===== src/rtl/jpeg_color_pkg.sv =====
// Shared colour-conversion constants and types for the JPEG colour path.
// Coefficients are the inverse BT.601 matrix scaled by 2^13.
package jpeg_color_pkg;

    localparam int FRAC       = 13;
    localparam int CHROMA_OFS = 128;

    localparam int COEF_CR_R = 11485;  // 1.402    * 2^13
    localparam int COEF_CB_G = 2819;   // 0.344136 * 2^13
    localparam int COEF_CR_G = 5850;   // 0.714136 * 2^13
    localparam int COEF_CB_B = 14516;  // 1.772    * 2^13

    // Packed 3x8-bit pixel; component order depends on the colour space.
    typedef logic [23:0] pixel24_t;

    // Fixed-point intermediate: worst case is about 3.93e6, so 24 bits signed.
    typedef logic signed [23:0] sum24_t;

endpackage


===== src/rtl/ycbcr2rgb_clamp_u8.sv =====
// Rescale a fixed-point colour sum to an integer and clamp it to 0..255.
// The sat flag reports that clamping changed the value.
module clamp_u8 #(
    parameter int FRAC = jpeg_color_pkg::FRAC
) (
    input  logic signed [23:0] sum,
    output logic        [7:0]  pix,
    output logic               sat
);
    import jpeg_color_pkg::*;

    sum24_t shifted;

    // Arithmetic shift keeps the sign so negative sums stay negative.
    assign shifted = sum >>> FRAC;

    // Clamp to the unsigned 8-bit range and flag any clipping.
    always_comb begin
        pix = shifted[7:0];
        sat = 1'b0;
        if (shifted < 0) begin
            pix = 8'd0;
            sat = 1'b1;
        end else if (shifted > 24'sd255) begin
            pix = 8'd255;
            sat = 1'b1;
        end
    end

endmodule


===== src/rtl/ycbcr2rgb.sv =====
// YCbCr -> RGB inverse colour converter, 3-stage valid/ready pipeline.
// Input  {Cr, Cb, Y}, output {B, G, R}; counts clamped components.
//
// Handshake: a word moves across an interface only on a rising edge where
// valid and ready are both high. out_valid/out_data hold while stalled.
// Each stage loads when empty or when its content leaves on the same edge,
// so bubbles collapse and a full pipeline streams one pixel per cycle.
module ycbcr2rgb #(
    parameter int FRAC  = jpeg_color_pkg::FRAC,
    parameter int SAT_W = 16
) (
    input  logic             clk,
    input  logic             rst,
    input  logic             in_valid,
    output logic             in_ready,
    input  logic [23:0]      in_data,
    output logic             out_valid,
    input  logic             out_ready,
    output logic [23:0]      out_data,
    input  logic             sat_clr,
    output logic [SAT_W-1:0] sat_count
);
    import jpeg_color_pkg::*;

    localparam sum24_t K_CR_R = sum24_t'(COEF_CR_R);
    localparam sum24_t K_CB_G = sum24_t'(COEF_CB_G);
    localparam sum24_t K_CR_G = sum24_t'(COEF_CR_G);
    localparam sum24_t K_CB_B = sum24_t'(COEF_CB_B);
    localparam sum24_t OFS    = sum24_t'(CHROMA_OFS);
    localparam sum24_t ROUND  = sum24_t'(1) <<< (FRAC - 1);

    // Stage valids and the per-stage load strobes.
    logic v1, v2, v3;
    logic load1, load2, load3;

    // Stage registers.
    sum24_t   pr, pgb, pgr, pb, y8;
    sum24_t   rs, gs, bs;
    pixel24_t out_q;

    // Input component decode.
    sum24_t y_in, cb, cr;

    // S3 clamp results.
    logic [7:0] r8, g8, b8;
    logic       sat_r, sat_g, sat_b;
    logic [1:0] events;
    logic [SAT_W:0] sat_sum;

    // Back-to-front advance chain; depends only on valids and out_ready.
    assign load3    = v2 && (!v3 || out_ready);
    assign load2    = v1 && (!v2 || load3);
    assign in_ready = !v1 || load2;
    assign load1    = in_valid && in_ready;

    assign out_valid = v3;
    assign out_data  = out_q;

    assign y_in = sum24_t'({16'd0, in_data[7:0]});
    assign cb   = sum24_t'({16'd0, in_data[15:8]}) - OFS;
    assign cr   = sum24_t'({16'd0, in_data[23:16]}) - OFS;

    // Stage occupancy: set on load, cleared when the content moves on.
    always_ff @(posedge clk) begin
        if (rst) begin
            v1 <= 1'b0;
            v2 <= 1'b0;
            v3 <= 1'b0;
        end else begin
            if (load1)      v1 <= 1'b1;
            else if (load2) v1 <= 1'b0;
            if (load2)      v2 <= 1'b1;
            else if (load3) v2 <= 1'b0;
            if (load3)          v3 <= 1'b1;
            else if (out_ready) v3 <= 1'b0;
        end
    end

    // S1: chroma products and scaled luma.
    always_ff @(posedge clk) begin
        if (load1) begin
            pr  <= cr * K_CR_R;
            pgb <= cb * K_CB_G;
            pgr <= cr * K_CR_G;
            pb  <= cb * K_CB_B;
            y8  <= y_in <<< FRAC;
        end
    end

    // S2: rounded fixed-point component sums.
    always_ff @(posedge clk) begin
        if (load2) begin
            rs <= y8 + pr + ROUND;
            gs <= y8 - pgb - pgr + ROUND;
            bs <= y8 + pb + ROUND;
        end
    end

    clamp_u8 #(.FRAC(FRAC)) u_clamp_r (.sum(rs), .pix(r8), .sat(sat_r));
    clamp_u8 #(.FRAC(FRAC)) u_clamp_g (.sum(gs), .pix(g8), .sat(sat_g));
    clamp_u8 #(.FRAC(FRAC)) u_clamp_b (.sum(bs), .pix(b8), .sat(sat_b));

    assign events  = {1'b0, sat_r} + {1'b0, sat_g} + {1'b0, sat_b};
    assign sat_sum = {1'b0, sat_count} + {{(SAT_W - 1){1'b0}}, events};

    // S3: clamped RGB output register.
    always_ff @(posedge clk) begin
        if (rst) begin
            out_q <= '0;
        end else if (load3) begin
            out_q <= {b8, g8, r8};
        end
    end

    // Clamp-event counter: clear wins, otherwise saturating add on S3 load.
    always_ff @(posedge clk) begin
        if (rst || sat_clr) begin
            sat_count <= '0;
        end else if (load3) begin
            sat_count <= sat_sum[SAT_W] ? '1 : sat_sum[SAT_W-1:0];
        end
    end

endmodule


===== config.mk =====
export PLATFORM = sky130hd
export DESIGN_NAME = ycbcr2rgb
export DESIGN_NICKNAME = d
export VERILOG_FILES = /design/src/rtl/jpeg_color_pkg.sv /design/src/rtl/ycbcr2rgb_clamp_u8.sv /design/src/rtl/ycbcr2rgb.sv
export SDC_FILE = /design/constraint.sdc
export NUM_CORES = 1
export LEC_CHECK = 0
export BUFFER_PORTS_ARGS = -buffer_cell sky130_fd_sc_hd__buf_2
export CAP_MARGIN = 30
export CORE_MARGIN = 4
export CORE_UTILIZATION = 32
export DETAILED_ROUTE_END_ITERATION = 8
export PLACE_DENSITY = 0.5
export SYNTH_ARGS = -nofsm -noshare
export SYNTH_HDL_FRONTEND = slang
export SYNTH_SLANG_ARGS = --single-unit

===== constraint.sdc =====
create_clock -name clk -period 5.34 [get_ports clk]
set_input_delay 1.068 -clock clk [delete_from_list [all_inputs] [get_ports clk]]
set_output_delay 1.068 -clock clk [all_outputs]
set_load 0.01 [all_outputs]

==> impl_metrics.py, run 1 <==
metrics = {
    "status": {
        "status": "finished clean",
    },
    "yosys": {
        "synth_warnings": 0,
        "async_reset_ff_share_pct": 0,
        "syn_area_um2": 14100,
        "syn_area_per_cell_um2": 10.2,
        "yosysSeqAreaShare_pct": 29.2,
        "ys_ff_latch": 152,
        "postSynthCellCount": 1387,
        "synth_enable_flop_cells": 109,
        "synth_nets": 1798,
        "ys_dominant_reg_cell": "edfxtp_1",
        "synth_cell_types": 61,
    },
    "timing": {
        "clock_skew_ns": 0.0109,
        "rsz0062_at_grt": "no",
        "min_period_over_period_pct": 95.8,
        "period_minus_slack_ns": 5.12,
        "final-hold-violation-count": 0,
        "fmax_mhz": 195,
        "maxSlewHeadroom_pct": 39.7,
        "setup_viol": 0,
        "holdWs_ns": 0.483,
        "tightestPinTransition_ns": 0.904,
        "finalWorstSetupSlack_ns": 0.223,
        "maxSlewViolCount": 0,
    },
    "worst_hold_path": {
        "min-delay-start": "out_data[5]$_SDFFE_PP0P_",
        "hold_path_class": "flop to flop",
    },
    "floorplanning": {
        "core-area_um2": 43400,
        "initial_core_util_pct": 32.6,
        "fp.dieArea_um2": 47600,
        "floorplan.rows": 76,
        "die_height_um": 218,
        "ioPinCount": 71,
        "fp.dieW_um": 218,
    },
    "place": {
        "port_buffers": 70,
        "pre_cts_slack_ns": -0.305,
        "place_congestion": 0.872,
        "dp_hpwl_um": 25400,
    },
    "grt": {
        "antenna_found_initial": 1,
        "grt_usage_pct": 13.1,
        "grt_pass1_vias": 9652,
        "grt_max_degree": 77,
        "grt_first_pass_wirelength_um": 50200,
        "grt_overflow": 0,
    },
    "finish": {
        "fin_nets": 1952,
        "area_growth_pct": 16.5,
        "final_layout_size_suffix_gt1_share_pct": 13.6,
        "antenna-diode-count": 0,
    },
    "cts": {
        "ctsLongestPathBuffers": 2,
        "cts_inserted_buffers": 17,
        "cts_hold_buf": 0,
        "path_clk_slew_ns": 0.07,
        "root_buffer": "clkbuf_16",
        "cts_tree": "yes",
        "insertion_delay_ns": 0.42,
        "cts.sinks": 152,
        "cts-htree-levels": 4,
    },
    "power": {
        "power_switching_mw": 3.10,
        "cellPowerDensity_nw_per_um2": 461,
        "p_clk_share_pct": 16.1,
        "power_frac_seq_pct": 25.2,
        "internal_power_mw": 4.51,
        "switching_share_pct": 40.7,
        "leakagePower_nw": 8.03,
        "ir_drop_uv": 274,
        "combPwrFrac_pct": 58.6,
    },
    "critical_path": {
        "critPathLaunchType": "input pin",
        "r2r_start": "rs[23]$_DFFE_PP_",
        "crit_start": "in_data[17]",
        "required_ns": 5.51,
        "cp.arrival_ns": 5.29,
        "cp_max_fo": 4,
        "critical_path_class": "input pin to flop",
        "cp-end-kind": "flop",
    },
    "drt": {
        "drcViolationCount": 0,
        "ant_nets": 0,
        "vias": 9738,
        "post_drt_wl_per_cell_um": 14.1,
        "wl_um": 30100,
        "viasPerCell": 4.55,
        "drt-pass1-iter-count": 5,
        "first_iter_violations": 514,
    },
    "flow_run": {
        "maxCapViolations": 0,
    },
}
-- cell usage after synthesis, drive strengths merged (32+ instances only) --
cell,count,share of area (%)
o21ai,34,1.3
xor2,32,2.0
xnor2,53,3.3
fa,102,14
nor2,106,2.8
edfxtp,109,23
nor3,44,1.6
a21oi,94,3.4
ha,280,25
inv,250,6.6
dfxtp,43,6.1
nand2,46,1.2
-- critical path, cell delays in order --
cell and delay (ns):
buf_2 0.13, ha_2 0.33, fa_1 0.55, fa_1 0.53, inv_1 0.05, fa_1 0.49
inv_1 0.04, ha_1 0.33, fa_1 0.46, a211o_1 0.30, a21boi_2 0.19, o21ai_2 0.12
a2111oi_4 0.32, o31ai_1 0.12, a21oi_1 0.18, xnor2_1 0.08
-- cell type report --
type | instances | area, um2
multi-input combinational | 966 | 9050
clock buffer | 23 | 533
tap | 585 | 732
sequential | 152 | 4130
inverter | 250 | 938
timing repair buffer | 154 | 1020
fill | 4356 | 26900
clock inverter | 9 | 72.6
-- repair_timing --
action | 4_1_cts | 5_1_grt
setup buffers | 0 | 0
setup endpoints to repair | 0 | 4
hold endpoints to repair | 0 | 0
resized for setup | 0 | 4
-- power by group through the flow --
stage	Sequential (mW)	Combinational, mW	Clock (mW)
final	1.92	4.46	1.23
after global routing	1.95	5.11	1.32
after global placement	1.95	4.38	0
after floorplan	1.91	3.27	0
after CTS	1.93	4.49	1.27
after detailed placement	1.95	4.45	0
-- per-stage QoR --
step           power (mW)  utilization [%]  instances  instance area [um2]  TNS, ns
4_1_cts              7.68             37.9       2138                16400        0
6_report             7.60             38.0       2139                16500        0
5_1_grt              8.38             38.0       2139                16500        0
2_1_floorplan        5.18                -       1387                14200        0
3_3_place_gp         6.33             36.4       2105                15800    -1.37
3_5_place_dp         6.40             36.5       2106                15800    -2.19
-- cells in the final DEF, fill, tap and decap left out, types with 21 or more instances in the layout --
cell,n
nand2_1,46
fa_1,102
a21o_1,21
buf_2,70
inv_1,250
xnor2_1,53
o21ai_0,29
dfxtp_1,43
a21oi_1,91
nor2_1,106
ha_1,279
buf_4,82
edfxtp_1,109
nor3_1,44
nand3_1,24
xor2_1,32
clkbuf_16,21
-- path summary, 6_finish.rpt --
check,slack (ns),to,depth (start not counted)
hold reg to reg,0.48,out_data[5]$_SDFFE_PP0P_,2
setup reg to reg,1.96,sat_count[14]$_SDFFE_PP0P_,10
setup / recovery,0.22,pgr[21]$_DFFE_PP_,16
hold / removal,0.48,out_data[5]$_SDFFE_PP0P_,2
-- metal layers --
layer  global-route usage [%]  part of all wire (%)
met1                     18.4                    49
met2                     21.2                    46
met3                     2.17                   3.1
met4                     2.99                   1.4
met5                        0                 0.027
-- kinds of logic (layout without fill, tap and decap cells) --
group	Yosys count	in the layout	share of synthesized area [%]
DFF	152	152	29.2
and+or+nand+nor	277	277	9.14
xor gates and xnor gates	85	85	5.26
muxes	1	1	0.0708
AOI/OAI and AO/OA	221	221	9.94
buffers and inverters	269	436	7.16
adders and majority gates	382	382	39.2
-- sequential cells by signal, summed over array words and instances, names as in the netlist --
signal	count
rs	11
pb	12
v1	1
bs	11
pgr	18
v2	1
out_data	24
gs	11
pr	16
out_valid	1
sat_count	16
pgb	22
y8	8
(Power assumes the default switching activity.)
==> run 2, diff against run 1 <==
Settings changed: GPL_TIMING_DRIVEN set to 0, SYNTH_HIERARCHICAL set to 1.
==> impl_metrics.py, run 2 <==
metrics = {
    "status": {
        "status": "finished clean",
    },
    "drt": {
        "vias": 10500,
        "viasPerCell": 4.76,
        "drcViolationCount": 0,
        "wl_um": 32300,
        "first_iter_violations": 433,
        "post_drt_wl_per_cell_um": 14.7,
        "ant_nets": 0,
        "drt-pass1-iter-count": 5,
    },
    "power": {
        "p_clk_share_pct": 14.1,
        "power_switching_mw": 3.39,
        "internal_power_mw": 4.45,
        "ir_drop_uv": 288,
        "power_mw": 7.83,
        "combPwrFrac_pct": 61.3,
        "cellPowerDensity_nw_per_um2": 465,
        "switching_share_pct": 43.2,
        "leakagePower_nw": 8.03,
        "power_frac_seq_pct": 24.6,
    },
    "floorplanning": {
        "ioPinCount": 71,
        "initial_core_util_pct": 32.6,
        "fp.dieArea_um2": 50100,
        "die_height_um": 224,
        "floorplan.rows": 78,
        "fp.dieW_um": 224,
        "core-area_um2": 45700,
    },
    "place": {
        "dp_hpwl_um": 26800,
        "pre_cts_slack_ns": -1.09,
        "place_congestion": 0.841,
        "port_buffers": 70,
    },
    "timing": {
        "tightestPinTransition_ns": 0.852,
        "maxSlewViolCount": 0,
        "rsz0062_at_grt": "yes",
        "finalWorstSetupSlack_ns": 0.147,
        "final-hold-violation-count": 0,
        "fmax_mhz": 193,
        "holdWs_ns": 0.453,
        "setup_viol": 0,
        "tns_ns": 0,
        "maxSlewHeadroom_pct": 43.2,
        "clock_skew_ns": 0.0127,
        "period_minus_slack_ns": 5.19,
        "min_period_over_period_pct": 97.2,
    },
    "cts": {
        "insertion_delay_ns": 0.44,
        "root_buffer": "clkbuf_16",
        "cts.sinks": 152,
        "cts_inserted_buffers": 17,
        "path_clk_slew_ns": 0.06,
        "ctsLongestPathBuffers": 2,
        "cts_tree": "yes",
        "cts-htree-levels": 4,
    },
    "grt": {
        "grt_first_pass_wirelength_um": 54300,
        "grt_overflow": 0,
        "use_met1_pct": 17.9,
        "grt_busiest_layer": "met2",
        "grt_use_met3_pct": 2.35,
        "grt_pass1_vias": 10700,
        "grt_usage_pct": 13.3,
        "antenna_found_initial": 0,
        "grt_max_degree": 23,
        "use_met2_pct": 22.6,
    },
    "critical_path": {
        "path_delay_family": "adder cells",
        "cp-end-kind": "flop",
        "crit_chain": "buf_2, ha_4, inv_1, fa_1, inv_1, fa_1, inv_1, fa_1, inv_1, ha_1, fa_1, a211oi_1, o21bai_1, o211ai_1, a31oi_2, nor4_1, a211oi_1",
        "required_ns": 5.51,
        "crit_buf_inv": 5,
        "critical_path_class": "input pin to flop",
        "cp_max_fo": 7,
        "max_stage_delay_ns": 0.51,
        "critPathLaunchType": "input pin",
        "cp_slowest_cell": "fa_1",
        "cp.arrival_ns": 5.36,
    },
    "yosys": {
        "syn_area_per_cell_um2": 10.0,
        "synth_nets": 1909,
        "postSynthCellCount": 1489,
        "synth_warnings": 6,
        "syn_area_um2": 14900,
    },
    "finish": {
        "post-route-util_pct": 36.8,
        "fin_nets": 2006,
        "final_layout_size_suffix_gt1_share_pct": 10.4,
        "largest_reg_flops": 24,
        "area_growth_pct": 13.0,
        "most-common-layout-cells": "ha_1, inv_1, edfxtp_1",
        "final_common_cell": "ha_1",
    },
    "flow_run": {
        "maxCapViolations": 0,
    },
    "worst_hold_path": {
        "hold_path_class": "flop to flop",
    },
}
[run 2: cell types whose count changed in the layout (fill, tap and decap cells not counted), moves of 7 or more]
cell and change:
a211oi_1 +7, clkbuf_1 +12, buf_4 -77, nand2_1 +42, o21ai_0 +11, nor2_1 -11
[run 2: power groups by stage]
stage | Sequential [mW] | Combinational [mW] | Clock, mW
detailed placement | 1.96 | 4.71 | 0
CTS | 1.94 | 4.79 | 1.14
finish | 1.93 | 4.80 | 1.10
floorplan | 1.92 | 3.63 | 0
global route | 1.96 | 5.52 | 1.18
global placement | 1.96 | 4.65 | 0
[run 2: worst paths after layout]
| check | start | end | slack, ns | depth (start not counted) |
|---|---|---|---|---|
| hold reg to reg | out_data[12]$_SDFFE_PP0P_ | out_data[12]$_SDFFE_PP0P_ | 0.45 | 2 |
| setup / recovery | in_data[17] | pgr[21]$_DFFE_PP_ | 0.15 | 17 |
| setup reg to reg | rs[23]$_DFFE_PP_ | sat_count[12]$_SDFFE_PP0P_ | 2.17 | 10 |
| hold / removal | out_data[12]$_SDFFE_PP0P_ | out_data[12]$_SDFFE_PP0P_ | 0.45 | 2 |
[run 2: routing by layer]
layer | vias to the layer above | routed length, um
li1 | 5299 | -
met1 | 4977 | 15100
met2 | 171 | 15500
met3 | 21 | 1300
met4 | 0 | 362
met5 | - | 0
[run 2: cell type report]
| cell class | count | area, um2 |
|---|---|---|
| inverter | 257 | 973 |
| buffer | 25 | 136 |
| sequential | 152 | 4130 |
| clock buffer | 19 | 433 |
| clock inverter | 13 | 95.1 |
| multi-input combinational | 1055 | 9810 |
| antenna | 1 | 2.50 |
| timing repair buffer | 78 | 498 |
| tap | 600 | 751 |
| fill | 4587 | 28800 |
[run 2: metrics by stage]
step | instance area [um2] | std cells
floorplan | 14900 | 1489
finish | 16800 | 2200
global route | 16800 | 2199
detailed placement | 16100 | 2163
CTS | 16700 | 2199
global placement | 16000 | 2159
[run 2: timing repair]
item	CTS	global route
endpoints found under the setup margin	15	13
resized for setup	15	16
pin swaps	1	5
hold buffers	0	0
setup buffers	4	0
[run 2: tightest hold or removal path: stages, from the launching register on]
cell     delay (ns)
dfxtp_1        0.31
nand2_1        0.05
a21oi_1        0.05
==> run 3, diff against run 2 <==
Settings changed: PLACE_DENSITY 0.5 to not set.
==> impl_metrics.py, run 3 (same netlist as run 2, synthesis figures left out) <==
metrics = {
    "cts": {
        "root_buffer": "clkbuf_16",
        "ctsLongestPathBuffers": 2,
        "cts_inserted_buffers": 17,
        "cts-htree-levels": 4,
        "insertion_delay_ns": 0.44,
        "cts_tree": "yes",
        "cts.sinks": 152,
        "path_clk_slew_ns": 0.07,
        "cts_hold_buf": 0,
    },
    "timing": {
        "min_period_over_period_pct": 98.2,
        "maxSlewViolCount": 0,
        "tightestPinTransition_ns": 0.754,
        "final-hold-violation-count": 0,
        "setup_viol": 0,
        "rsz0062_at_grt": "no",
        "fmax_mhz": 191,
        "finalWorstSetupSlack_ns": 0.0954,
        "maxSlewHeadroom_pct": 49.8,
        "period_minus_slack_ns": 5.24,
        "clock_skew_ns": 0.0108,
    },
    "floorplanning": {
        "fp.dieArea_um2": 50100,
        "ioPinCount": 71,
        "initial_core_util_pct": 32.6,
        "fp.dieW_um": 224,
        "core-area_um2": 45700,
        "die_height_um": 224,
        "floorplan.rows": 78,
    },
    "drt": {
        "first_iter_violations": 656,
        "post_drt_wl_per_cell_um": 14.3,
        "drcViolationCount": 0,
        "wl_um": 31400,
        "vias": 10500,
        "drt-pass1-iter-count": 5,
        "ant_nets": 0,
        "viasPerCell": 4.79,
    },
    "finish": {
        "fin_cells": 2201,
        "fin_nets": 2008,
        "final_common_cell": "ha_1",
        "largest_reg_flops": 24,
        "fill_cells": 4540,
        "final_layout_size_suffix_gt1_share_pct": 10.9,
        "most-common-layout-cells": "ha_1, inv_1, edfxtp_1",
        "antenna-diode-count": 0,
        "area_growth_pct": 13.9,
    },
    "grt": {
        "grt_usage_pct": 12.7,
        "grt_overflow": 0,
        "grt_max_degree": 34,
        "grt_first_pass_wirelength_um": 52400,
        "grt_pass1_vias": 10500,
        "antenna_found_initial": 0,
    },
    "critical_path": {
        "max_stage_delay_ns": 0.55,
        "crit_top_cell": "fa_1",
        "cp_max_fo": 7,
        "crit_chain": "clkbuf_4, fa_1, fa_1, fa_1, fa_1, inv_1, fa_1, inv_1, ha_1, nand2_1, o211ai_1, a21oi_1, o31ai_4, a41oi_1, xor2_1",
        "critPathLaunchType": "input pin",
        "cp_slowest_cell": "fa_1",
        "required_ns": 5.52,
        "cp-end-kind": "flop",
        "crit_buf_inv": 3,
        "cp.arrival_ns": 5.43,
        "critical_path_class": "input pin to flop",
        "path_delay_family": "adder cells",
    },
    "status": {
        "status": "finished clean",
    },
    "place": {
        "port_buffers": 70,
        "dp_hpwl_um": 25900,
        "placed_cells": 2163,
        "place_congestion": 0.878,
        "pre_cts_slack_ns": -1.04,
    },
    "power": {
        "cellPowerDensity_nw_per_um2": 472,
        "ir_drop_uv": 374,
        "leakagePower_nw": 8.08,
    },
    "worst_hold_path": {
        "hold_path_class": "flop to flop",
    },
    "flow_run": {
        "maxCapViolations": 0,
    },
}
==> run 3: cell types whose count changed in the layout (fill, tap and decap cells not counted), sizes merged <==
cell / delta
clkbuf: -1
diode: -1
clkinv: -4
bufinv: +2
inv: +4
buf: +1
==> run 3: final timing paths <==
check,startpoint,endpoint,slack [ns],depth (start not counted)
min reg2reg,out_data[13]$_SDFFE_PP0P_,out_data[13]$_SDFFE_PP0P_,0.45,2
max reg2reg,rs[23]$_DFFE_PP_,sat_count[12]$_SDFFE_PP0P_,2.15,10
min,out_data[13]$_SDFFE_PP0P_,out_data[13]$_SDFFE_PP0P_,0.45,2
max,in_data[20],pr[21]$_DFFE_PP_,0.1,15
==> run 3: metal layers <==
layer | vias to the layer above | track usage (%) | wire (um)
met5 | - | 0 | 0
met4 | 0 | 3.22 | 555
met3 | 31 | 2.00 | 1180
met2 | 197 | 21.5 | 15000
met1 | 5009 | 17.0 | 14800
li1 | 5310 | - | -
==> run 3: report_power, final <==
part           switching (mW)  leakage [nW]  internal (mW)
Clock                   0.557         0.306          0.720
Sequential              0.107          1.40           1.82
Combinational            2.77          6.38           2.04
Total                    3.43          8.08           4.58
==> run 3: final cells by class <==
cell class	instances	area (um2)	area share [%]
Multi-Input combinational cell	1055	9830	58.0
Sequential cell	152	4130	24.4
Inverter	257	976	5.76
Tap cell	600	751	4.43
Timing Repair Buffer	80	508	3.00
Clock buffer	17	425	2.51
Clock inverter	15	203	1.20
Buffer	25	130	0.767
==> run 3: what timing repair did <==
item                                    CTS  global route
endpoints found under the setup margin   14            11
pin swaps                                 0             5
setup buffers                             4             2
resized for setup                        11            27
==> run 3: stage by stage <==
stage / hold WS [ns] / instance area, um2 / power [mW] / utilization [%] / TNS (ns)
floorplan: 0.481 / 14900 / 5.54 / - / 0
global placement: 0.444 / 16000 / 6.52 / 35.0 / -13.72
detailed placement: 0.447 / 16100 / 6.63 / 35.3 / -14.81
CTS: 0.457 / 16800 / 7.98 / 36.8 / 0
global route: 0.471 / 17000 / 8.78 / 37.1 / 0
finish: 0.454 / 17000 / 8.01 / 37.1 / 0
==> run 3: tightest hold or removal path: stages, from the launching register on <==
cell and delay [ns]:
dfxtp_1 0.31, nand2_1 0.05, a21oi_1 0.05
